$ cat src/rtl/crc_pkg.sv
// CRC-32 stream engine shared types and constants.
// Byte step is reflected (LSB-first) to match Ethernet FCS order.
package crc_pkg;

  typedef enum logic [1:0] {
    IDLE,
    DATA,
    APPEND
  } crc_state_e;

  localparam logic [31:0] CRC_POLY    = 32'hEDB88320;
  localparam logic [31:0] CRC_INIT    = 32'hFFFFFFFF;
  localparam logic [31:0] CRC_XOROUT  = 32'hFFFFFFFF;
  localparam logic [31:0] CRC_RESIDUE = 32'hDEBB20E3;

  function automatic logic [31:0] crc_byte(
    input logic [31:0] crc,
    input logic [7:0]  data,
    input logic [31:0] poly
  );
    logic [31:0] c;
    c = crc ^ {24'h0, data};
    for (int i = 0; i < 8; i++) begin
      c = c[0] ? ((c >> 1) ^ poly) : (c >> 1);
    end
    return c;
  endfunction

endpackage

$ cat src/rtl/crc_stream_engine_if.sv
// Valid/ready beat stream with byte keep and frame markers.
// Master drives the beat, slave returns ready.
interface crc_stream_engine_if #(
  parameter int DATA_BYTES = 4
);

  logic [8*DATA_BYTES-1:0] data;
  logic [DATA_BYTES-1:0]   keep;
  logic                    sof;
  logic                    eof;
  logic                    valid;
  logic                    ready;

  modport master (
    output data, keep, sof, eof, valid,
    input  ready
  );

  modport slave (
    input  data, keep, sof, eof, valid,
    output ready
  );

endinterface

$ cat src/rtl/crc_lane_chain.sv
// Combinational CRC cascade across the lanes of one beat.
// Lane 0 is processed first; lanes with keep low pass through.
module crc_lane_chain
  import crc_pkg::*;
#(
  parameter int          DATA_BYTES = 4,
  parameter logic [31:0] POLY       = CRC_POLY
) (
  input  logic [31:0]             crc_in,
  input  logic [8*DATA_BYTES-1:0] data,
  input  logic [DATA_BYTES-1:0]   keep,
  output logic [31:0]             crc_out
);

  always_comb begin
    crc_out = crc_in;
    for (int i = 0; i < DATA_BYTES; i++) begin
      if (keep[i]) begin
        crc_out = crc_byte(crc_out, data[8*i +: 8], POLY);
      end
    end
  end

endmodule

$ cat src/rtl/crc_stream_engine.sv
// Streaming CRC-32 engine: appends FCS in generate mode,
// verifies residue in check mode. One output register stage.
module crc_stream_engine
  import crc_pkg::*;
#(
  parameter int          DATA_BYTES = 4,
  parameter logic [31:0] POLY       = CRC_POLY,
  parameter logic [31:0] INIT       = CRC_INIT,
  parameter logic [31:0] XOROUT     = CRC_XOROUT,
  parameter logic [31:0] RESIDUE    = CRC_RESIDUE
) (
  input  logic                Clk,
  input  logic                Reset_n,
  input  logic                Mode,
  crc_stream_engine_if.slave  s,
  crc_stream_engine_if.master m,
  output logic [31:0]         CRC_out,
  output logic                CRC_valid,
  output logic                CRC_ok
);

  localparam int W         = 8 * DATA_BYTES;
  localparam int FCS_BEATS = (4 + DATA_BYTES - 1) / DATA_BYTES;
  localparam logic [2:0] FCS_LAST = 3'(FCS_BEATS - 1);

  crc_state_e state_q;
  crc_state_e state_d;

  logic                  mode_q;
  logic [31:0]           crc_q;
  logic [31:0]           crc_seed;
  logic [31:0]           crc_next;
  logic [31:0]           fcs_word;
  logic [31:0]           fcs_sh;
  logic [2:0]            fcs_idx;
  logic [W-1:0]          fcs_data;
  logic [DATA_BYTES-1:0] fcs_keep;

  logic [W-1:0]          data_q;
  logic [DATA_BYTES-1:0] keep_q;
  logic                  sof_q;
  logic                  eof_q;
  logic                  valid_q;
  logic                  pulse_q;
  logic                  ok_q;

  logic out_free;
  logic acc;
  logic take;
  logic drop;
  logic mode_eff;
  logic load_fcs;
  logic fcs_done;

  assign out_free = !valid_q || m.ready;
  assign s.ready  = (state_q != APPEND) && out_free;
  assign acc      = s.valid && s.ready;
  assign drop     = (state_q == IDLE) && !s.sof;
  assign take     = acc && !drop;
  assign mode_eff = s.sof ? Mode : mode_q;
  assign load_fcs = (state_q == APPEND) && out_free;
  assign fcs_done = (fcs_idx == FCS_LAST);
  assign crc_seed = s.sof ? INIT : crc_q;
  assign fcs_word = crc_q ^ XOROUT;

  assign m.data    = data_q;
  assign m.keep    = keep_q;
  assign m.sof     = sof_q;
  assign m.eof     = eof_q;
  assign m.valid   = valid_q;
  assign CRC_out   = fcs_word;
  assign CRC_valid = pulse_q;
  assign CRC_ok    = ok_q;

  crc_lane_chain #(
    .DATA_BYTES(DATA_BYTES),
    .POLY      (POLY)
  ) u_chain (
    .crc_in (crc_seed),
    .data   (s.data),
    .keep   (s.keep),
    .crc_out(crc_next)
  );

  // FCS byte n lands on lane n mod DATA_BYTES of beat n / DATA_BYTES
  always_comb begin
    fcs_data = '0;
    fcs_keep = '0;
    fcs_sh   = '0;
    for (int i = 0; i < DATA_BYTES; i++) begin
      fcs_sh = fcs_word >> (8 * (int'(fcs_idx) * DATA_BYTES + i));
      if (int'(fcs_idx) * DATA_BYTES + i < 4) begin
        fcs_data[8*i +: 8] = fcs_sh[7:0];
        fcs_keep[i]        = 1'b1;
      end
    end
  end

  always_comb begin
    state_d = state_q;
    unique case (1'b1)
      state_q == APPEND: begin
        if (load_fcs && fcs_done) state_d = IDLE;
      end
      take: begin
        if (!s.eof)       state_d = DATA;
        else if (mode_eff) state_d = IDLE;
        else              state_d = APPEND;
      end
      default: ;
    endcase
  end

  always_ff @(posedge Clk) begin
    if (!Reset_n) state_q <= IDLE;
    else          state_q <= state_d;
  end

  always_ff @(posedge Clk) begin
    if (!Reset_n) begin
      mode_q  <= 1'b0;
      crc_q   <= INIT;
      fcs_idx <= '0;
      data_q  <= '0;
      keep_q  <= '0;
      sof_q   <= 1'b0;
      eof_q   <= 1'b0;
      valid_q <= 1'b0;
      pulse_q <= 1'b0;
      ok_q    <= 1'b0;
    end else begin
      pulse_q <= 1'b0;
      if (take) begin
        crc_q   <= crc_next;
        fcs_idx <= '0;
        if (s.sof) mode_q <= Mode;
        if (s.eof) begin
          pulse_q <= 1'b1;
          ok_q    <= mode_eff && (crc_next == RESIDUE);
        end
      end
      if (load_fcs) fcs_idx <= fcs_idx + 3'd1;
      // gen mode moves eof from the last data beat to the last FCS beat
      if (out_free) begin
        if (take) begin
          valid_q <= 1'b1;
          data_q  <= s.data;
          keep_q  <= s.keep;
          sof_q   <= s.sof;
          eof_q   <= s.eof && mode_eff;
        end else if (load_fcs) begin
          valid_q <= 1'b1;
          data_q  <= fcs_data;
          keep_q  <= fcs_keep;
          sof_q   <= 1'b0;
          eof_q   <= fcs_done;
        end else begin
          valid_q <= 1'b0;
        end
      end
    end
  end

endmodule
$ cat src/flat_wrapper.sv
// flat-port wrapper written by rule: the top's interface ports become plain ports
module crc_stream_engine_flat import crc_pkg::*;
#(
  parameter int          DATA_BYTES = 4,
  parameter logic [31:0] POLY       = CRC_POLY,
  parameter logic [31:0] INIT       = CRC_INIT,
  parameter logic [31:0] XOROUT     = CRC_XOROUT,
  parameter logic [31:0] RESIDUE    = CRC_RESIDUE
)
  (Clk, Reset_n, Mode, CRC_out, CRC_valid, CRC_ok, s_data, s_keep, s_sof, s_eof, s_valid, s_ready, m_data, m_keep, m_sof, m_eof, m_valid, m_ready);
  crc_stream_engine_if #(.DATA_BYTES(DATA_BYTES)) s_i ();
  crc_stream_engine_if #(.DATA_BYTES(DATA_BYTES)) m_i ();
  input  logic Clk;
  input  logic Reset_n;
  input  logic Mode;
  output logic [31:0] CRC_out;
  output logic CRC_valid;
  output logic CRC_ok;
  input wire logic [$bits(s_i.data)-1:0] s_data;
  input wire logic [$bits(s_i.keep)-1:0] s_keep;
  input wire logic [$bits(s_i.sof)-1:0] s_sof;
  input wire logic [$bits(s_i.eof)-1:0] s_eof;
  input wire logic [$bits(s_i.valid)-1:0] s_valid;
  output wire logic [$bits(s_i.ready)-1:0] s_ready;
  output wire logic [$bits(m_i.data)-1:0] m_data;
  output wire logic [$bits(m_i.keep)-1:0] m_keep;
  output wire logic [$bits(m_i.sof)-1:0] m_sof;
  output wire logic [$bits(m_i.eof)-1:0] m_eof;
  output wire logic [$bits(m_i.valid)-1:0] m_valid;
  input wire logic [$bits(m_i.ready)-1:0] m_ready;
  assign s_i.data = s_data;
  assign s_i.keep = s_keep;
  assign s_i.sof = s_sof;
  assign s_i.eof = s_eof;
  assign s_i.valid = s_valid;
  assign s_ready = s_i.ready;
  assign m_data = m_i.data;
  assign m_keep = m_i.keep;
  assign m_sof = m_i.sof;
  assign m_eof = m_i.eof;
  assign m_valid = m_i.valid;
  assign m_i.ready = m_ready;
  crc_stream_engine #(.DATA_BYTES(DATA_BYTES), .POLY(POLY), .INIT(INIT), .XOROUT(XOROUT), .RESIDUE(RESIDUE)) u_core (.Clk(Clk), .Reset_n(Reset_n), .Mode(Mode), .s(s_i), .m(m_i), .CRC_out(CRC_out), .CRC_valid(CRC_valid), .CRC_ok(CRC_ok));
endmodule
$ cat config.mk
export PLATFORM = sky130hd
export DESIGN_NAME = crc_stream_engine_flat
export DESIGN_NICKNAME = d
export VERILOG_FILES = /design/src/rtl/crc_pkg.sv /design/src/rtl/crc_stream_engine_if.sv /design/src/rtl/crc_lane_chain.sv /design/src/rtl/crc_stream_engine.sv /design/src/flat_wrapper.sv
export SDC_FILE = /design/constraint.sdc
export NUM_CORES = 1
export LEC_CHECK = 0
export ABC_AREA = 1
export BUFFER_PORTS_ARGS = -buffer_cell sky130_fd_sc_hd__clkbuf_2
export CAP_MARGIN = 20
export CELL_PAD_IN_SITES_DETAIL_PLACEMENT = 0
export CELL_PAD_IN_SITES_GLOBAL_PLACEMENT = 1
export CORE_UTILIZATION = 44
export DETAILED_ROUTE_END_ITERATION = 16
export GPL_TIMING_DRIVEN = 0
export HOLD_SLACK_MARGIN = 0.02
export MAX_ROUTING_LAYER = met4
export PLACE_DENSITY_LB_ADDON = 0.08
export SKIP_CTS_REPAIR_TIMING = 1
export SLEW_MARGIN = 20
export SYNTH_ARGS = -nofsm -noshare
export SYNTH_HDL_FRONTEND = slang
export SYNTH_SLANG_ARGS = --single-unit
$ cat constraint.sdc
create_clock -name Clk -period 9.2 [get_ports Clk]
set_input_delay 0.46 -clock Clk [delete_from_list [all_inputs] [get_ports Clk]]
set_output_delay 0.46 -clock Clk [all_outputs]
set_load 0.02 [all_outputs]
Yosys cells after proc, flatten, opt, wreduce, memory -nomap -nowiden:

Index checks and enable logic that the tools add are counted.
W data, S select, Z words.

* register bits after elaboration: 79
* bits in latches: 0
* bits in writable memories: 0
* ROM bits: 0
* output and inout port bits: 74
* memories kept: 0

* add/sub/neg operators: 4
* $mul: 0
* div/mod/pow operators: 0
* magnitude comparators: 4
* eq/ne operators: 4
* shift operators: 4
* muxes and demuxes: 63
* bitwise gates (word level): 37
* reduce and logical (&&, ||, !) cells: 20

Operators with widths (count)
* $mux W32: 39
* $not A13 Y14: 32
* $xor A32 B8 Y32: 4
* $lt A32 B4 Y1 const B: 3
* $shr A32 B32 Y8: 3
* $eq A32 B32 Y1 const B: 1
* $mux W8: 4
* $not A32 Y32: 1
* $shr A32 B8 Y8: 1
* $add A5 B2 Y6 const B: 2
* $mux W1: 12
* $logic_and A1 B1 Y1: 8
* $mux W4: 2
* $reduce_and A2 Y1: 4
* $add A5 B1 Y6 const B: 1
* $mux W2: 3
* $mux W3: 2
* $lt A5 B3 Y1 const B: 1
* $ne A2 B2 Y1 const B: 2
* $pmux W2 S2: 1
* $reduce_bool A2 Y1: 2
* $add A3 B1 Y3 const B: 1
* $logic_not A1 Y1: 3
* $logic_not A3 Y1: 1
* other kinds (3): 3

Depth between registers and ports, before layout:

* depth after elaboration: 75
* depth in mapped cells: 42
* depth with buffers taken out: 41

Hierarchy:

From an unflattened synthesis, not the netlist that was laid out.

* cells, all modules: 2020
* area total of the unflattened synthesis: 10867.9 µm²

Modules (own cells, without submodules)
* crc_lane_chain: times used 1, cells each 1465, area an instance 7123.1 µm², seq. area each 0.0 µm²
* crc_stream_engine: times used 1, cells each 555, area an instance 3744.8 µm², seq. area each 1581.5 µm²

Worst setup path after synthesis:

Ideal clock, no wire load.

* kind: input port to flip-flop
* from: in s_keep[0]
* to: reg u_core.ok_q, in the netlist u_core.CRC_ok
* data arrival time: 3.413 ns
* data required time: 9.141 ns
* slack: 5.729 ns
* cell stages on the path: 33
* buffers on the path: 3
* cell sequence: buf_6 > inv_4 > dlygate4sd1_1 > nand2_1 > nand3_1 > nand2_2 > buf_6 > nand2_1 > nand2_1 > nand3b_1 > nand2_1 > nand2_1 > nand2_1 > nand3_1 > nand2_1 > nand2_1 > nand2_1 > nand2_1 > nand3_2 > nand2_2 > nand2_1 > nand2_2 > nand2_1 > nand2_2 > nand2_1 > nand2_1 > o21ai_2 > nand2_1 > nor2_1 > nand2_1 > nor2_1 > nand2_1 > nand2_1

* word-level cells in the longest chain between the ends: 45
* elaborated cells between the ends (all ways): 57

Ends and longest elaborated chain
* from (decl): line flat_wrapper.sv:20 `input wire logic [$bits(s_i.keep)-1:0] s_keep;`
* $mux W32 *: line crc_lane_chain.sv:18 `if (keep[i]) begin`
* $xor A32 B8 Y32: line crc_pkg.sv:22 `c = crc ^ {24'h0, data};`
* $not A13 Y14 (no line) or $mux W32 (tied branches)
* $mux W32 or $not A13 Y14 (tied branches)
* $not A13 Y14 (no line) or $mux W32 (tied branches)
* $mux W32 or $not A13 Y14 (tied branches)
* $mux W32: line crc_pkg.sv:24 `c = c[0] ? ((c >> 1) ^ poly) : (c >> 1);`
* $not A13 Y14 (no line) or $mux W32 (tied branches)
* [... 29 more ...]
* $not A13 Y14 (no line) or $mux W32 (tied branches)
* $mux W32 or $not A13 Y14 (tied branches)
* $not A13 Y14 (no line) or $mux W32 (tied branches)
* $mux W32 or $not A13 Y14 (tied branches)
* $mux W32: line crc_pkg.sv:24
* $mux W32 *: line crc_lane_chain.sv:18
* $eq A32 B32 Y1 *: line crc_stream_engine.sv:139 `ok_q <= mode_eff && (crc_next == RESIDUE);`
* $logic_and A1 B1 Y1 *: line crc_stream_engine.sv:139
* to (signal assigned): line crc_stream_engine.sv:139
* to (decl): line crc_stream_engine.sv:45 `logic ok_q;`

Every way passes the cells marked *; elsewhere a longest branch is shown, timed or not.
A chain may end at the register's enable or synchronous reset.

Worst setup path in the final report:

* from: reg u_core.crc_q[3]
* to: reg u_core.ok_q, in the netlist u_core.CRC_ok

* word-level cells in the longest chain between the ends: 56
* elaborated cells between the ends (all ways): 71

Ends and longest elaborated chain
* from (decl): line crc_stream_engine.sv:30 `logic [31:0] crc_q;`
* from (signal assigned): line crc_stream_engine.sv:134 `crc_q <= crc_next;`
* $mux W32 *: line crc_stream_engine.sv:63 `assign crc_seed = s.sof ? INIT : crc_q;`
* $xor A32 B8 Y32: line crc_pkg.sv:22
* $mux W32 (4 in a row): line crc_pkg.sv:24
* $not A13 Y14 (no line)
* $mux W32: line crc_pkg.sv:24
* $not A13 Y14 (no line)
* $mux W32 (2 in a row): line crc_pkg.sv:24
* $not A13 Y14 (no line)
* [... 32 more ...]
* $mux W32: line crc_pkg.sv:24
* $not A13 Y14 (no line)
* $mux W32 (3 in a row): line crc_pkg.sv:24
* $not A13 Y14 (no line)
* $mux W32 (3 in a row): line crc_pkg.sv:24
* $mux W32 *: line crc_lane_chain.sv:18
* $eq A32 B32 Y1 *: line crc_stream_engine.sv:139
* $logic_and A1 B1 Y1 *: line crc_stream_engine.sv:139

Marks and branches as above.

==> results_dict.tcl <==
set metrics [dict create \
    status "finished clean" \
    drc_errors 0 \
    reg2reg_slack_ns 4.38 \
    grt.total_usage_pct 40.6 \
    synthArstFlopShare_pct 0 \
    final_common_cell "nand2_1" \
    nFillCells 2768 \
    synth-edff-count 0 \
    cpMostUsedCell "nand2_1" \
    drt_iter0_markers 1585 \
    avgSynthCellArea_um2 5.18 \
    crit_slowest_cell "dfxtp_1" \
    finalSetupViolations 0 \
    gp_congestion 1.00 \
    instances_no_fill 2553 \
    power.net_switching_mw 1.42 \
    final_cell_mix "919 x nand2_1, 376 x nand3_1, 156 x inv_1, 114 x clkbuf_2, 95 x a21oi_1" \
    dr.pass1.iters 6 \
    drive_gt1_share_pct 13.9 \
    register_area_um2 1580 \
    rsz0062_at_grt "no" \
    finalCritPeriodShare_pct 52.4 \
    ant_nets 0 \
    grt_pass1_vias 12600 \
    skew_ns 0.00787 \
    fmax_mhz 207 \
    postSynthCellCount 2099 \
    finalMaxSlewViolations 0 \
    synth_nets 2144 \
    area_delta_synth_final_pct 12.1 \
    period_minus_slack_ns 4.82 \
    cts_buffers 9 \
    vias_per_cell 5.72 \
    grt_pass1_wl_um 75900 \
    yosysSeqAreaShare_pct 14.5 \
    die_height_um 159 \
    layout.nets 2269 \
    clk_path_buf_depth 2 \
    finalHoldViolCount 0 \
    die-width_um 159 \
    multi_input_area_um2 8270 \
    crit_arrival_ns 5.12 \
    placedCellCount 2537 \
    crit_type "reg -> reg" \
    antenna_found_initial 0 \
    clock-sinks 79 \
    crit_required_ns 9.49 \
    fin_setup_tns_ns 0 \
    grt.overflow.total 0 \
    n_antenna_cell 0 \
    crit_path_end_kind "flip-flop" \
    path_max_fanout 8 \
    port_buffers 114 \
    worstMarginPinSlew_ns 0.855 \
    routed_wl_um 51200 \
    synthesis.area_um2 10900 \
    num_vias 14600 \
    comb_power_share_pct 67.1 \
    intPower_mw 1.13 \
    ys_seq_elements 79 \
    slew_headroom_pct 42.8 \
    p_leak_nw 6.86 \
    coreArea_um2 24200 \
    hold_class "in -> reg" \
    max_cap_violations 0 \
    synth-warning-count 0 \
    row_count 57 \
    io_pins 117 \
    clock_latency_ns 0.35 \
    h-tree-depth 3 \
    power_per_cell_area_nw_per_um2 209 \
    clk_pin_slew_ns 0.06 \
    cts_root_buffer "clkbuf_16" \
    synth_cell_types 42 \
    die_area_um2 25300 \
    dp_hpwl_um 42700 \
    synth_flop_cell "dfxtp_1" \
    ir_drop_mv 0.163 \
    floorplan.initialDensity_pct 44.9 \
    switching_share_pct 55.8 \
    tritoncts "yes" \
    grt_start_max_net_pins 15 \
    wl_per_cell_um 20.1 \
    clkPwrFrac_pct 16.4 \
    start_kind "flip-flop" \
    p_seq_share_pct 16.6 \
    cp_slowest_stage_delay_ns 0.41 \
]
## routing by layer
metal / routed length [µm] / vias to the layer above / track usage, % / part of all wire, %
li1: - / 7031 / - / -
met4: 1570 / 0 / 11.8 / 3.1
met2: 22000 / 798 / 61.3 / 43
met5: 0 / - / - / 0
met1: 22200 / 6661 / 57.1 / 43
met3: 5530 / 103 / 4.09 / 11
## synthesized netlist by cell type (2+ instances only)
| cell type | count | area [µm²] |
|---|---|---|
| inv_1 | 156 | 586 |
| or2_1 | 2 | 12.5 |
| o21ai_0 | 74 | 370 |
| xnor2_1 | 6 | 52.6 |
| a22oi_1 | 10 | 75.1 |
| dfxtp_1 | 79 | 1580 |
| nand3_1 | 376 | 1880 |
| or2_2 | 5 | 31.3 |
| nand2_4 | 5 | 56.3 |
| o211ai_1 | 9 | 67.6 |
| nand2_2 | 90 | 563 |
| a21oi_1 | 95 | 475 |
| a31oi_1 | 3 | 18.8 |
| ha_1 | 2 | 25.0 |
| dlygate4sd1_1 | 3 | 26.3 |
| o21ai_1 | 4 | 20.0 |
| nand4_1 | 12 | 75.1 |
| xor2_1 | 34 | 298 |
| inv_2 | 14 | 52.6 |
| nand3_2 | 28 | 280 |
| buf_2 | 6 | 30.0 |
| nand2_1 | 919 | 3450 |
| nand3b_1 | 3 | 22.5 |
| clkinv_1 | 3 | 11.3 |
| nor2_2 | 9 | 56.3 |
| a21boi_0 | 3 | 22.5 |
| buf_4 | 4 | 30.0 |
| buf_1 | 9 | 33.8 |
| buf_6 | 8 | 90.1 |
| clkbuf_1 | 37 | 139 |
| nor2_4 | 6 | 67.6 |
| nor2_1 | 75 | 282 |
## area by class of cell
| class | count | share of cell area, % |
|---|---|---|
| repair buffers | 114 | 4.68 |
| clock buffers | 9 | 1.85 |
| plain buffers | 68 | 2.99 |
| clock inverters | 7 | 0.985 |
| well taps | 324 | 3.32 |
| inverters | 174 | 5.38 |
| multi-input cells | 1778 | 67.8 |
| flip-flops and latches | 79 | 13.0 |
## registers in the layout, summed over array words and instances, names as in the netlist
register / count
u_core.state_q: 2
u_core.m.data: 32
u_core.m.keep: 4
u_core.CRC_ok: 1
u_core.m.valid: 1
u_core.CRC_valid: 1
u_core.m.eof: 1
u_core.crc_q: 32
u_core.mode_q: 1
u_core.m.sof: 1
u_core.fcs_idx: 3
## per-stage QoR
| step | utilization [%] | hold slack (ns) | cell area [µm²] | worst slack (ns) | total power, mW |
|---|---|---|---|---|---|
| floorplan | - | 0.441 | 10900 | 5.73 | 1.57 |
| global placement | 48.9 | 0.464 | 11900 | 4.33 | 2.06 |
| detailed placement | 48.9 | 0.459 | 11900 | 4.30 | 2.08 |
| CTS | 50.3 | 0.396 | 12200 | 4.55 | 2.49 |
| global route | 50.3 | 0.418 | 12200 | 4.02 | 2.72 |
| finish | 50.3 | 0.400 | 12200 | 4.38 | 2.55 |
## critical path, delay by kind of cell, from the launching register on
family                 cells  cell delay (ns)
AND/OR/NAND/NOR           31             3.76
flip-flops                 1             0.41
AO/OA/AOI/OAI              1             0.35
buffers and inverters      2             0.23
## final timing paths
kind	start	endpoint	cells after the start
worst max-delay path	u_core.crc_q[3]	u_core.CRC_ok	34
worst min-delay path	s_valid	u_core.m.valid	3
worst max register to register	u_core.crc_q[3]	u_core.CRC_ok	34
worst min register to register	u_core.state_q[0]	u_core.state_q[0]	2
## kinds of logic after synthesis
kind of cell | share of synthesized area (%)
simple gates | 62.4
fa+ha+maj | 0.230
compound gates | 10.2
buf+inv | 9.38
mux | 0.0920
flops | 14.5
xor+xnor | 3.22
## power groups by stage
| stage | Combinational, mW | Clock (mW) | Sequential [mW] |
|---|---|---|---|
| after CTS | 1.66 | 0.414 | 0.419 |
| after detailed placement | 1.65 | 0 | 0.426 |
| after floorplan | 1.13 | 0 | 0.439 |
| after global placement | 1.63 | 0 | 0.425 |
| after global routing | 1.87 | 0.428 | 0.424 |
| final | 1.71 | 0.417 | 0.422 |
Power figures use the tool's default switching activity.
